`src/rtl/tone_generator_pulse_sweep.sv`:
```
// Pulse voice: phase accumulator, wrap-synchronous PWM width and an optional ping-pong width sweep.
// Define TONE_PULSE_SYNC_EN to add the sync_in hard-sync input.
module tone_generator_pulse_sweep #(
    parameter int ACCUMULATOR_BITS = 24,
    parameter int FREQ_BITS        = 16,
    parameter int PULSEWIDTH_BITS  = 12,
    parameter int OUTPUT_BITS      = 12,
    parameter int SWEEP_STEP_BITS  = 8
) (
    input  logic                       clk,
    input  logic                       rst_n,
    input  logic                       sample_en,
    input  logic [FREQ_BITS-1:0]       freq,
    input  logic [PULSEWIDTH_BITS-1:0] pulse_width,
    input  logic                       sweep_en,
    input  logic [SWEEP_STEP_BITS-1:0] sweep_step,
    input  logic [PULSEWIDTH_BITS-1:0] sweep_min,
    input  logic [PULSEWIDTH_BITS-1:0] sweep_max,
`ifdef TONE_PULSE_SYNC_EN
    input  logic                       sync_in,
`endif
    output logic [OUTPUT_BITS-1:0]     dout,
    output logic                       sync_out,
    output logic [PULSEWIDTH_BITS-1:0] pw_active
);

    localparam int AW = ACCUMULATOR_BITS;
    localparam int PW = PULSEWIDTH_BITS;
    localparam logic [PW-1:0] PW_RESET = PW'(32'd1 << (PW - 1));

    typedef enum logic {
        ST_UP   = 1'b0,
        ST_DOWN = 1'b1
    } sweep_state_t;

    sweep_state_t          r_state;
    sweep_state_t          w_state_next;
    sweep_state_t          w_stepped_state;
    logic [PW-1:0]         r_sweep;
    logic [PW-1:0]         w_sweep_next;
    logic [PW-1:0]         w_stepped;

    logic [AW-1:0]         r_acc;
    logic [OUTPUT_BITS-1:0] r_dout;
    logic                  r_sync;
    logic [PW-1:0]         r_pw_active;

    logic [AW:0]           w_sum;
    logic                  w_wrap;
    logic [AW-1:0]         w_acc_new;
    logic [PW:0]           w_step_ext;
    logic [PW:0]           w_up_sum;
    logic signed [PW:0]    w_down_diff;
    logic                  w_up_hit;
    logic                  w_down_hit;
    logic [PW-1:0]         w_pw_new;
    logic [PW-1:0]         w_pw_applied;
    logic                  w_dout_hi;

    // Phase accumulation: the extra top bit of the sum is the wrap carry.
    assign w_sum = {1'b0, r_acc} + (AW + 1)'(freq);

`ifdef TONE_PULSE_SYNC_EN
    // Hard sync beats the frequency add and behaves exactly like a natural wrap.
    assign w_wrap    = sample_en & (w_sum[AW] | sync_in);
    assign w_acc_new = sync_in ? '0 : w_sum[AW-1:0];
`else
    assign w_wrap    = sample_en & w_sum[AW];
    assign w_acc_new = w_sum[AW-1:0];
`endif

    // Sweep arithmetic one bit wider than the width so overshoot and undershoot are visible.
    assign w_step_ext  = (PW + 1)'(sweep_step);
    assign w_up_sum    = {1'b0, r_sweep} + w_step_ext;
    assign w_down_diff = $signed({1'b0, r_sweep}) - $signed(w_step_ext);
    assign w_up_hit    = (w_up_sum >= {1'b0, sweep_max});
    assign w_down_hit  = (w_down_diff <= $signed({1'b0, sweep_min}));

    always_ff @(posedge clk) begin
        if (!rst_n) begin
            r_state <= ST_UP;
            r_sweep <= PW_RESET;
        end else begin
            r_state <= w_state_next;
            r_sweep <= w_sweep_next;
        end
    end

    always_comb begin
        w_stepped       = r_sweep;
        w_stepped_state = r_state;
        w_sweep_next    = r_sweep;
        w_state_next    = r_state;

        case (r_state)
            ST_UP: begin
                if (w_up_hit) begin
                    w_stepped       = sweep_max;
                    w_stepped_state = ST_DOWN;
                end else begin
                    w_stepped = w_up_sum[PW-1:0];
                end
            end
            ST_DOWN: begin
                if (w_down_hit) begin
                    w_stepped       = sweep_min;
                    w_stepped_state = ST_UP;
                end else begin
                    w_stepped = w_down_diff[PW-1:0];
                end
            end
            default: ;
        endcase

        // While the sweep is off it tracks the manual width, so enabling it starts from there.
        if (!sweep_en) begin
            w_sweep_next = pulse_width;
            w_state_next = ST_UP;
        end else if (w_wrap) begin
            w_sweep_next = w_stepped;
            w_state_next = w_stepped_state;
        end
    end

    // The new width is applied on the wrap sample itself, never mid-period.
    assign w_pw_new     = sweep_en ? w_stepped : pulse_width;
    assign w_pw_applied = w_wrap ? w_pw_new : r_pw_active;
    assign w_dout_hi    = (w_acc_new[AW-1 -: PW] <= w_pw_applied);

    always_ff @(posedge clk) begin
        if (!rst_n) begin
            r_acc       <= '0;
            r_dout      <= '0;
            r_sync      <= 1'b0;
            r_pw_active <= PW_RESET;
        end else begin
            r_sync <= w_wrap;
            if (sample_en) begin
                r_acc  <= w_acc_new;
                r_dout <= w_dout_hi ? '1 : '0;
                if (w_wrap) begin
                    r_pw_active <= w_pw_new;
                end
            end
        end
    end

    assign dout      = r_dout;
    assign sync_out  = r_sync;
    assign pw_active = r_pw_active;

endmodule

```
`config.mk`:
```
export PLATFORM = sky130hd
export DESIGN_NAME = tone_generator_pulse_sweep
export DESIGN_NICKNAME = d
export VERILOG_FILES = /design/src/rtl/tone_generator_pulse_sweep.sv
export SDC_FILE = /design/constraint.sdc
export NUM_CORES = 1
export LEC_CHECK = 0
export CELL_PAD_IN_SITES_DETAIL_PLACEMENT = 1
export CELL_PAD_IN_SITES_GLOBAL_PLACEMENT = 1
export CORE_ASPECT_RATIO = 1.5
export CORE_MARGIN = 2
export CORE_UTILIZATION = 30
export CTS_CLUSTER_SIZE = 24
export DETAILED_ROUTE_END_ITERATION = 8
export PLACE_DENSITY = 0.61
export RECOVER_POWER = 25
export SLEW_MARGIN = 5
export SYNTH_ARGS = -nofsm -noshare
export SYNTH_HDL_FRONTEND = slang
export SYNTH_SLANG_ARGS = --single-unit
```
`constraint.sdc`:
```
create_clock -name clk -period 9.1 [get_ports clk]
set_clock_uncertainty 0.15 [all_clocks]
set_input_delay 2.275 -clock clk [delete_from_list [all_inputs] [get_ports clk]]
set_output_delay 2.275 -clock clk [all_outputs]
set_load 0.02 [all_outputs]
```
# --- After elaboration in Yosys (flattened, before gate mapping) ---
# Cells that the tools add are included.
word_totals:
  register_bits: 62
  inputBits: 64
  out_inout_bits: 25
  wordCells: 27
op_classes:
  add_sub_neg: 3
  magnitude_cmp: 3
  eq_ne: 1
  n_mux: 11
  bitwise_logic: 2
  reduce_logical: 1
ops:
  columns: ["operator", "count"]
  rows:
  - ["$mux 12", 7]
  - ["$add 24x16->25", 1]
  - ["$pmux 12 s2", 1]
  - ["$add 12x8->13", 1]
  - ["$ge 13x12->1", 1]
  - ["$le 13x13->1", 1]
  - ["$sub 12x8->13", 1]
  - ["$le 12x12->1", 1]
  - ["$mux 1", 2]
  - ["$ne 2x1->1 const B", 1]
  - ["$pmux 1 s2", 1]
  - ["$reduce_and 2->1", 1]
  - ["$and 1x1->1", 1]
  - ["$not 1->1", 1]

# --- Depth between registers and ports, before layout ---
# Gate-level depths: netlist (run 1).
logic_depth:
  depth_word: 8
  depth_mapped: 28
  mapped_depth_nobuf: 26

# --- Least setup slack after synthesis (run 1) ---
# OpenSTA, ideal clock, no wires.
synth_path:
  path_type: "input port to flip-flop"
  start: "input sweep_step[0]"
  end: "register r_dout[10] (netlist: dout[10])"
  setup_ns: 0.074
  t_arrival_ns: 6.807
  required_ns: 8.876
  slack_ns: 2.069
  cell_stages: 26
  path_buffers: 2
  cell_sequence: "ha_1 -> inv_1 -> fa_1 -> a21oi_2 -> o211ai_1 -> o31a_1 -> nor2_1 -> xor2_1 -> ha_1 -> a2111oi_0 -> o311ai_0 -> o311a_1 -> buf_4 -> buf_6 -> mux2i_1 -> mux2_2 -> o21a_1 -> ha_1 -> nor2b_1 -> o21ai_0 -> nand2b_1 -> a21oi_1 -> nor3_1 -> a2111oi_0 -> o21ai_0 -> a31oi_1"
synth_via:
  elab_chain_cells: 8
  elab_cells_between_ends: 11
  classes_between: "2 x add/sub; 3 x order compare; 6 x mux"
synth_rtl:
  columns: ["element", "line", "rtl"]
  rows:
  - ["from (decl)", "16", "input logic [SWEEP_STEP_BITS-1:0] sweep_step,"]
  - ["$sub 12x8->13 / $add 12x8->13 (equally long branches)", "75, 74", null]
  - ["$le 13x13->1 / $ge 13x12->1 (equally long branches)", "77, 76", null]
  - ["$mux 12 (on tied branches)", "105, 97", null]
  - ["$pmux 12 s2 *", "95", "case (r_state)"]
  - ["$mux 12 *", "126", "assign w_pw_new = sweep_en ? w_stepped : pulse_width;"]
  - ["$mux 12 *", null, null]
  - ["$le 12x12->1 *", "128", "assign w_dout_hi = (w_acc_new[AW-1 -: PW] <= w_pw_applied);"]
  - ["$mux 12 *", "140", "r_dout <= w_dout_hi ? '1 : '0;"]
  - ["to (signal assigned)", "140", null]
  - ["to (decl)", "44", "logic [OUTPUT_BITS-1:0] r_dout;"]
# Mark *: on every way between the ends. The rest lies on a longest branch, timed or not.
# A chain may end at the register's enable or synchronous reset.

# --- Worst setup path after layout (run 1) ---
# Same ends and word-level chain as after synthesis.

==> impl_metrics.py, run 1 <==
metrics = {
    "outcome": {
        "status": "finished with violations",
        "violations": "capacitance limit, slew limit",
    },
    "setup_path": {
        "critPathLaunchType": "input pin",
        "path_max_fanout": 15,
        "critical_path_required_ns": 9.17,
        "critical_path_arrival_ns": 8.83,
        "crit_type": "in -> reg",
        "cp-end-kind": "flop",
    },
    "routing": {
        "wl_met1_um": 6650,
        "drtIter0Drc": 170,
        "dr_wl_met3_um": 482,
        "drc": 0,
        "num_vias": 5068,
        "ant_nets": 0,
        "wl_met2_um": 9130,
        "routedWlPerCell_um": 17.9,
        "routed_wl_um": 16900,
        "topRoutingLayerUsed": "met4",
        "viasPerCell": 5.36,
        "drtPass1Iterations": 4,
    },
    "finish": {
        "fin_area_sq_um": 6520,
        "fin_util_pct": 36.7,
        "layout_common_cells": "72 x clkdlybuf4s50_1, 68 x ha_1, 58 x nor2_1",
        "mostFrequentLayoutCell": "clkdlybuf4s50_1",
        "drive_gt1_share_pct": 6.31,
        "area_growth_pct": 20.6,
        "fin_nets": 863,
        "fillerInstances": 2160,
        "num_antenna_cells": 0,
    },
    "sta": {
        "max_slew_margin_pct": -16.3,
        "finalSetupViolations": 0,
        "clock.fmax_mhz": 114,
        "min_period_over_period_pct": 96.3,
        "hold_slack_ns": 0.341,
        "worstMarginPinSlew_ns": 1.74,
        "rsz0062_at_grt": "false",
        "period_minus_slack_ns": 8.76,
        "hold_viol": 0,
        "drv_slew": 37,
    },
    "cts": {
        "numClockSinks": 51,
        "cts.path.max_buffers": 2,
        "clk_pin_slew_ns": 0.07,
        "cts_root_buf": "clkbuf_16",
        "cts_tree": "yes",
        "cts_inserted_buffers": 5,
        "clk_latency_ns": 0.30,
        "htree_levels": 2,
    },
    "floorplan": {
        "top_level_ports": 89,
        "initial_utilization_pct": 30.4,
        "die_area_sq_um": 19100,
        "fp.dieH_um": 168,
        "rows": 60,
        "die_w_um": 114,
        "coreArea_sq_um": 17800,
    },
    "yosys": {
        "syn-cell-area_sq_um": 5410,
        "ys.warnings.count": 0,
        "syn_nets": 805,
        "synth-edff-count": 0,
        "syn_inst": 670,
        "ys_seq_area_share_pct": 18.9,
        "synthArstFlopShare_pct": 0,
        "synth_ff_type": "dfxtp_1",
        "ys_ff_latch": 51,
        "avgSynthCellArea_sq_um": 8.07,
        "ys_types": 72,
    },
    "pwr": {
        "power.density_nw_per_um2": 133,
        "ir_drop_v": 0.0000734,
        "p_leak_nw": 2.78,
        "power_mw": 0.868,
    },
    "placement": {
        "hpwl_um": 14000,
        "io_buffer_count": 88,
        "globalplace.congestion": 0.927,
        "placed_cell_area_sq_um": 6350,
    },
    "global_route": {
        "grt_pass1_vias": 5441,
        "grt_max_degree": 37,
        "grt_pass1_wl_um": 27500,
        "grt_util_all_layers_pct": 17.9,
        "antenna_found_initial": 0,
        "overflow": 0,
    },
    "run": {
        "drv_cap": 1,
    },
    "worst_hold_path": {
        "worst_hold_path_type": "reg -> reg",
    },
}
==> cells in the mapped netlist, types with 3 or more instances <==
master,number,share of area (%)
and2_1,8,0.93
a2111oi_0,3,0.49
nand3_1,32,3.0
nand4_1,12,1.4
dfxtp_1,51,19
nor3b_1,9,1.2
o21a_1,20,2.8
buf_6,3,0.62
a41oi_1,3,0.49
o31a_1,3,0.49
buf_2,7,0.65
nand3b_1,3,0.42
nor3_1,10,0.93
clkbuf_1,18,1.2
o21ai_0,32,3.0
or2_2,3,0.35
o221ai_1,7,1.1
mux2i_1,30,5.6
xnor2_1,27,4.4
inv_1,47,3.3
nor2b_1,10,1.2
a21o_1,12,1.7
fa_1,3,1.1
nand2b_1,7,0.81
a21oi_1,43,4.0
a31oi_1,6,0.69
nand2_1,26,1.8
mux2_2,12,2.5
ha_1,68,16
or3_1,8,0.93
o211ai_1,6,0.83
buf_4,14,1.9
xor2_1,14,2.3
and3_1,5,0.58
nor2_1,58,4.0
a211oi_1,5,0.69
==> layout make-up <==
type	instances	area [sq um]	share of cell area [%]
multi-input combinational	526	3940	60.4
inverter	48	180	2.76
timing repair buffer	96	933	14.3
clock inverter	2	35.0	0.537
tap	217	272	4.16
sequential	51	1020	15.7
clock buffer	6	139	2.13
==> critical path, cell delays in order <==
cell and delay [ns]:
clkdlybuf4s50_1 0.49, ha_1 0.18, inv_1 0.05, fa_1 0.42, a21oi_2 0.19, o211ai_1 0.15, o31a_1 0.32, nor2_1 0.15
xor2_1 0.22, ha_1 0.34, a2111oi_1 0.73, o311ai_0 0.45, o311a_1 0.49, mux2i_1 0.22, mux2_2 0.33, o21a_1 0.17
ha_1 0.30, nor2b_1 0.13, o21ai_0 0.13, nand2b_1 0.07, a21oi_1 0.22, nor3_1 0.07, a2111oi_0 0.40, o21ai_0 0.16
a31oi_1 0.17
==> power by group <==
group	switching (mW)	leakage, nW	internal (mW)
sequential	0.0137	0.417	0.238
combinational	0.211	2.28	0.180
clock	0.0878	0.0868	0.137
total	0.312	2.78	0.555
==> worst paths after layout <==
path | from | endpoint | slack [ns] | depth (start not counted)
worst max register to register | r_sweep[0] | dout[10] | 2.43 | 25
worst min-delay path | r_acc[14] | r_acc[14] | 0.34 | 2
worst min register to register | r_acc[14] | r_acc[14] | 0.34 | 2
worst max-delay path | sweep_step[0] | dout[10] | 0.34 | 25
==> what timing repair did <==
item,4_1_cts,5_1_grt
buffers inserted,0,0
endpoints found under the setup margin,0,1
gates resized for setup,0,1
hold buffers,0,0
==> through the flow <==
stage                     cells  worst slack (ns)  setup TNS, ns
final                       946             0.337              0
after floorplan             670              2.07              0
after global placement      938          -0.00904       -0.00904
after detailed placement    938           -0.0962        -0.0962
after CTS                   946             0.169              0
after global routing        946            0.0318              0
==> registers in the layout (all words and copies together) (netlist names) <==
signal,count
pw_active,12
r_sweep,12
dout,1
r_acc,24
r_state,1
sync_out,1
==> metal layers <==
| layer | vias up | global-route usage, % |
|---|---|---|
| met2 | 91 | 35.2 |
| met3 | 29 | 2.09 |
| met1 | 2433 | 18.8 |
| met5 | - | 0 |
| met4 | 0 | 7.42 |
| li1 | 2515 | - |
==> cell families (layout without fill, tap and decap cells) <==
| family | Yosys count | count (layout) | share of synthesized area [%] |
|---|---|---|---|
| muxes | 42 | 42 | 8.05 |
| and+or+nand+nor | 206 | 206 | 20.3 |
| AOI/OAI and AO/OA | 166 | 166 | 21.1 |
| DFF | 51 | 51 | 18.9 |
| adders and majority gates | 71 | 71 | 16.8 |
| xor gates and xnor gates | 41 | 41 | 6.64 |
| buffers and inverters | 93 | 152 | 8.22 |
No activity file was read; power rests on OpenSTA's default activity.
==> run 2, diff against run 1 <==
- SKIP_LAST_GASP: default -> 1
==> results of run 2 <==
The final DEF is identical to that of run 1; final timing and power are the same.
==> run 3, diff against run 2 <==
- CORE_UTILIZATION: 30 -> 44
- PLACE_DENSITY: 0.61 -> 0.86
==> run 3 against run 2 <==
Critical path type unchanged. The flow still finishes with violations (capacitance limit, slew limit). Maximum frequency rose by 0.49%. Routed wire length fell by 1.2%. Utilization rose by 16 points. Global-route usage rose by 7.5 points. Largest cell class unchanged. Highest routed layer unchanged.
==> impl_metrics.py, run 3 (synthesized netlist as in run 1, its figures left out) <==
metrics = {
    "routing": {
        "routedWlPerCell_um": 19.0,
        "num_vias": 5160,
        "viasPerCell": 5.88,
        "ant_nets": 0,
        "drc": 0,
        "drtIter0Drc": 259,
        "drtPass1Iterations": 4,
        "routed_wl_um": 16700,
    },
    "floorplan": {
        "coreArea_sq_um": 12000,
        "die_area_sq_um": 13200,
        "fp.dieH_um": 140,
        "top_level_ports": 89,
        "die_w_um": 94.5,
        "initial_utilization_pct": 45.0,
        "rows": 49,
    },
    "pwr": {
        "power_switching_mw": 0.314,
        "power.density_nw_per_um2": 130,
        "power.share.switching_pct": 37.7,
        "p_int_mw": 0.519,
        "p_leak_nw": 2.75,
        "ir_drop_v": 0.0000732,
        "power.share.combinational_pct": 47.8,
        "power_frac_seq_pct": 30.3,
        "power_frac_clock_pct": 21.9,
    },
    "cts": {
        "cts_inserted_buffers": 5,
        "htree_levels": 2,
        "clk_latency_ns": 0.30,
        "cts_tree": "yes",
        "cts_root_buf": "clkbuf_16",
        "cts-resized-gates": 0,
        "hold_buffers": 0,
        "clk_pin_slew_ns": 0.07,
        "cts.path.max_buffers": 2,
        "post_cts_buffers": 0,
        "numClockSinks": 51,
    },
    "setup_path": {
        "critPathLaunchType": "input pin",
        "critical_path_required_ns": 9.15,
        "path_max_fanout": 15,
        "worstSetupStartpoint": "sweep_step[0]",
        "timing.reg2reg.setup_slack_ns": 2.50,
        "cp-end-kind": "flop",
        "rr_worst_depth": 25,
        "critical_path_arrival_ns": 8.77,
        "r2r_end": "dout[10]",
        "crit_type": "in -> reg",
        "r2r-start": "r_sweep[0]",
        "crit_end": "dout[10]",
    },
    "global_route": {
        "overflow": 0,
        "grt_max_degree": 37,
        "grt_pass1_vias": 5580,
        "antenna_found_initial": 0,
        "grt_pass1_wl_um": 26600,
        "grt_util_all_layers_pct": 25.4,
        "grtUsageMet1_pct": 25.7,
        "busiest_layer": "met2",
        "gr-usage-met2_pct": 49.1,
        "use_met3_pct": 3.09,
    },
    "sta": {
        "drv_slew": 37,
        "min_period_over_period_pct": 95.8,
        "clock.fmax_mhz": 115,
        "max_slew_margin_pct": -17.6,
        "tns_ns": 0,
        "rsz0062_at_grt": "false",
        "hold_viol": 0,
        "period_minus_slack_ns": 8.72,
        "worstMarginPinSlew_ns": 1.76,
        "finalSetupViolations": 0,
    },
    "placement": {
        "globalplace.congestion": 0.917,
        "hpwl_um": 13600,
        "dp.cells": 872,
        "io_buffer_count": 88,
    },
    "run": {
        "drv_cap": 1,
    },
    "finish": {
        "drive_gt1_share_pct": 5.66,
        "fin_util_pct": 53.1,
        "num_antenna_cells": 0,
        "multi_input_area_sq_um": 3940,
        "fin_nets": 861,
        "mostFrequentLayoutCell": "clkdlybuf4s50_1",
        "layout_common_cells": "72 x clkdlybuf4s50_1, 68 x ha_1, 58 x nor2_1",
        "regArea_sq_um": 1020,
        "area_growth_pct": 18.1,
        "layoutNonFillerInstCount": 878,
        "largest_register_ffs": 24,
        "fillerInstances": 1464,
        "top_register": "r_acc",
    },
    "outcome": {
        "status": "finished with violations",
        "violations": "capacitance limit, slew limit",
    },
    "worst_hold_path": {
        "worst_hold_path_type": "reg -> reg",
    },
}
-- run 3: worst min path at each step --
stage	endpoint	slack [ns]	startpoint	cells after the start
CTS	r_acc[14]	0.35	r_acc[14]	2
finish	r_acc[14]	0.34	r_acc[14]	2
global route	r_acc[1]	0.38	r_acc[1]	2
detailed placement	r_acc[14]	0.34	r_acc[14]	2
global placement	r_acc[14]	0.33	r_acc[14]	2
floorplan	r_acc[14]	0.29	r_acc[14]	2
-- run 3: layout make-up --
type | count | area share (%)
clock buffer | 6 | 2.02
sequential | 51 | 16.0
tap | 153 | 3.00
timing repair buffer | 94 | 14.4
multi-input combinational | 526 | 61.8
inverter | 48 | 2.82
-- run 3: worst max-delay path, cell delays in order --
cell and delay, ns:
clkdlybuf4s50_1 0.50, ha_1 0.17, inv_1 0.05, fa_1 0.41
a21oi_2 0.17, o211ai_1 0.19, o31a_1 0.32, nor2_1 0.14
xor2_1 0.21, ha_1 0.33, a2111oi_1 0.67, o311ai_0 0.41
o311a_1 0.47, mux2i_1 0.21, mux2_2 0.33, o21a_1 0.18
ha_1 0.30, nor2b_1 0.14, o21ai_0 0.17, nand2b_1 0.08
a21oi_1 0.22, nor3_1 0.08, a2111oi_0 0.33, o21ai_0 0.17
a31oi_1 0.24
-- run 3: power by group through the flow --
stage          logic, mW  clock network [mW]  registers, mW
6_report           0.398               0.182          0.252
5_1_grt            0.436               0.194          0.254
3_3_place_gp       0.371                   0          0.256
2_1_floorplan      0.284                   0          0.252
4_1_cts            0.398               0.187          0.252
3_5_place_dp       0.392                   0          0.257
-- run 3: routing by layer --
layer,up-vias,share of wire [%],wire [um]
met1,2489,38,6280
met4,0,5.1,848
met3,50,2.6,432
met5,-,0,0
li1,2505,-,-
met2,116,55,9150
-- run 3: stage by stage --
stage	cell area (sq um)	worst slack (ns)	hold slack [ns]	power, mW
final	6380	0.380	0.343	0.832
after detailed placement	6260	0.0149	0.338	0.649
after global placement	6260	0.288	0.325	0.627
after floorplan	5410	2.07	0.295	0.535
after global routing	6380	0.00800	0.376	0.885
after CTS	6390	0.213	0.349	0.836
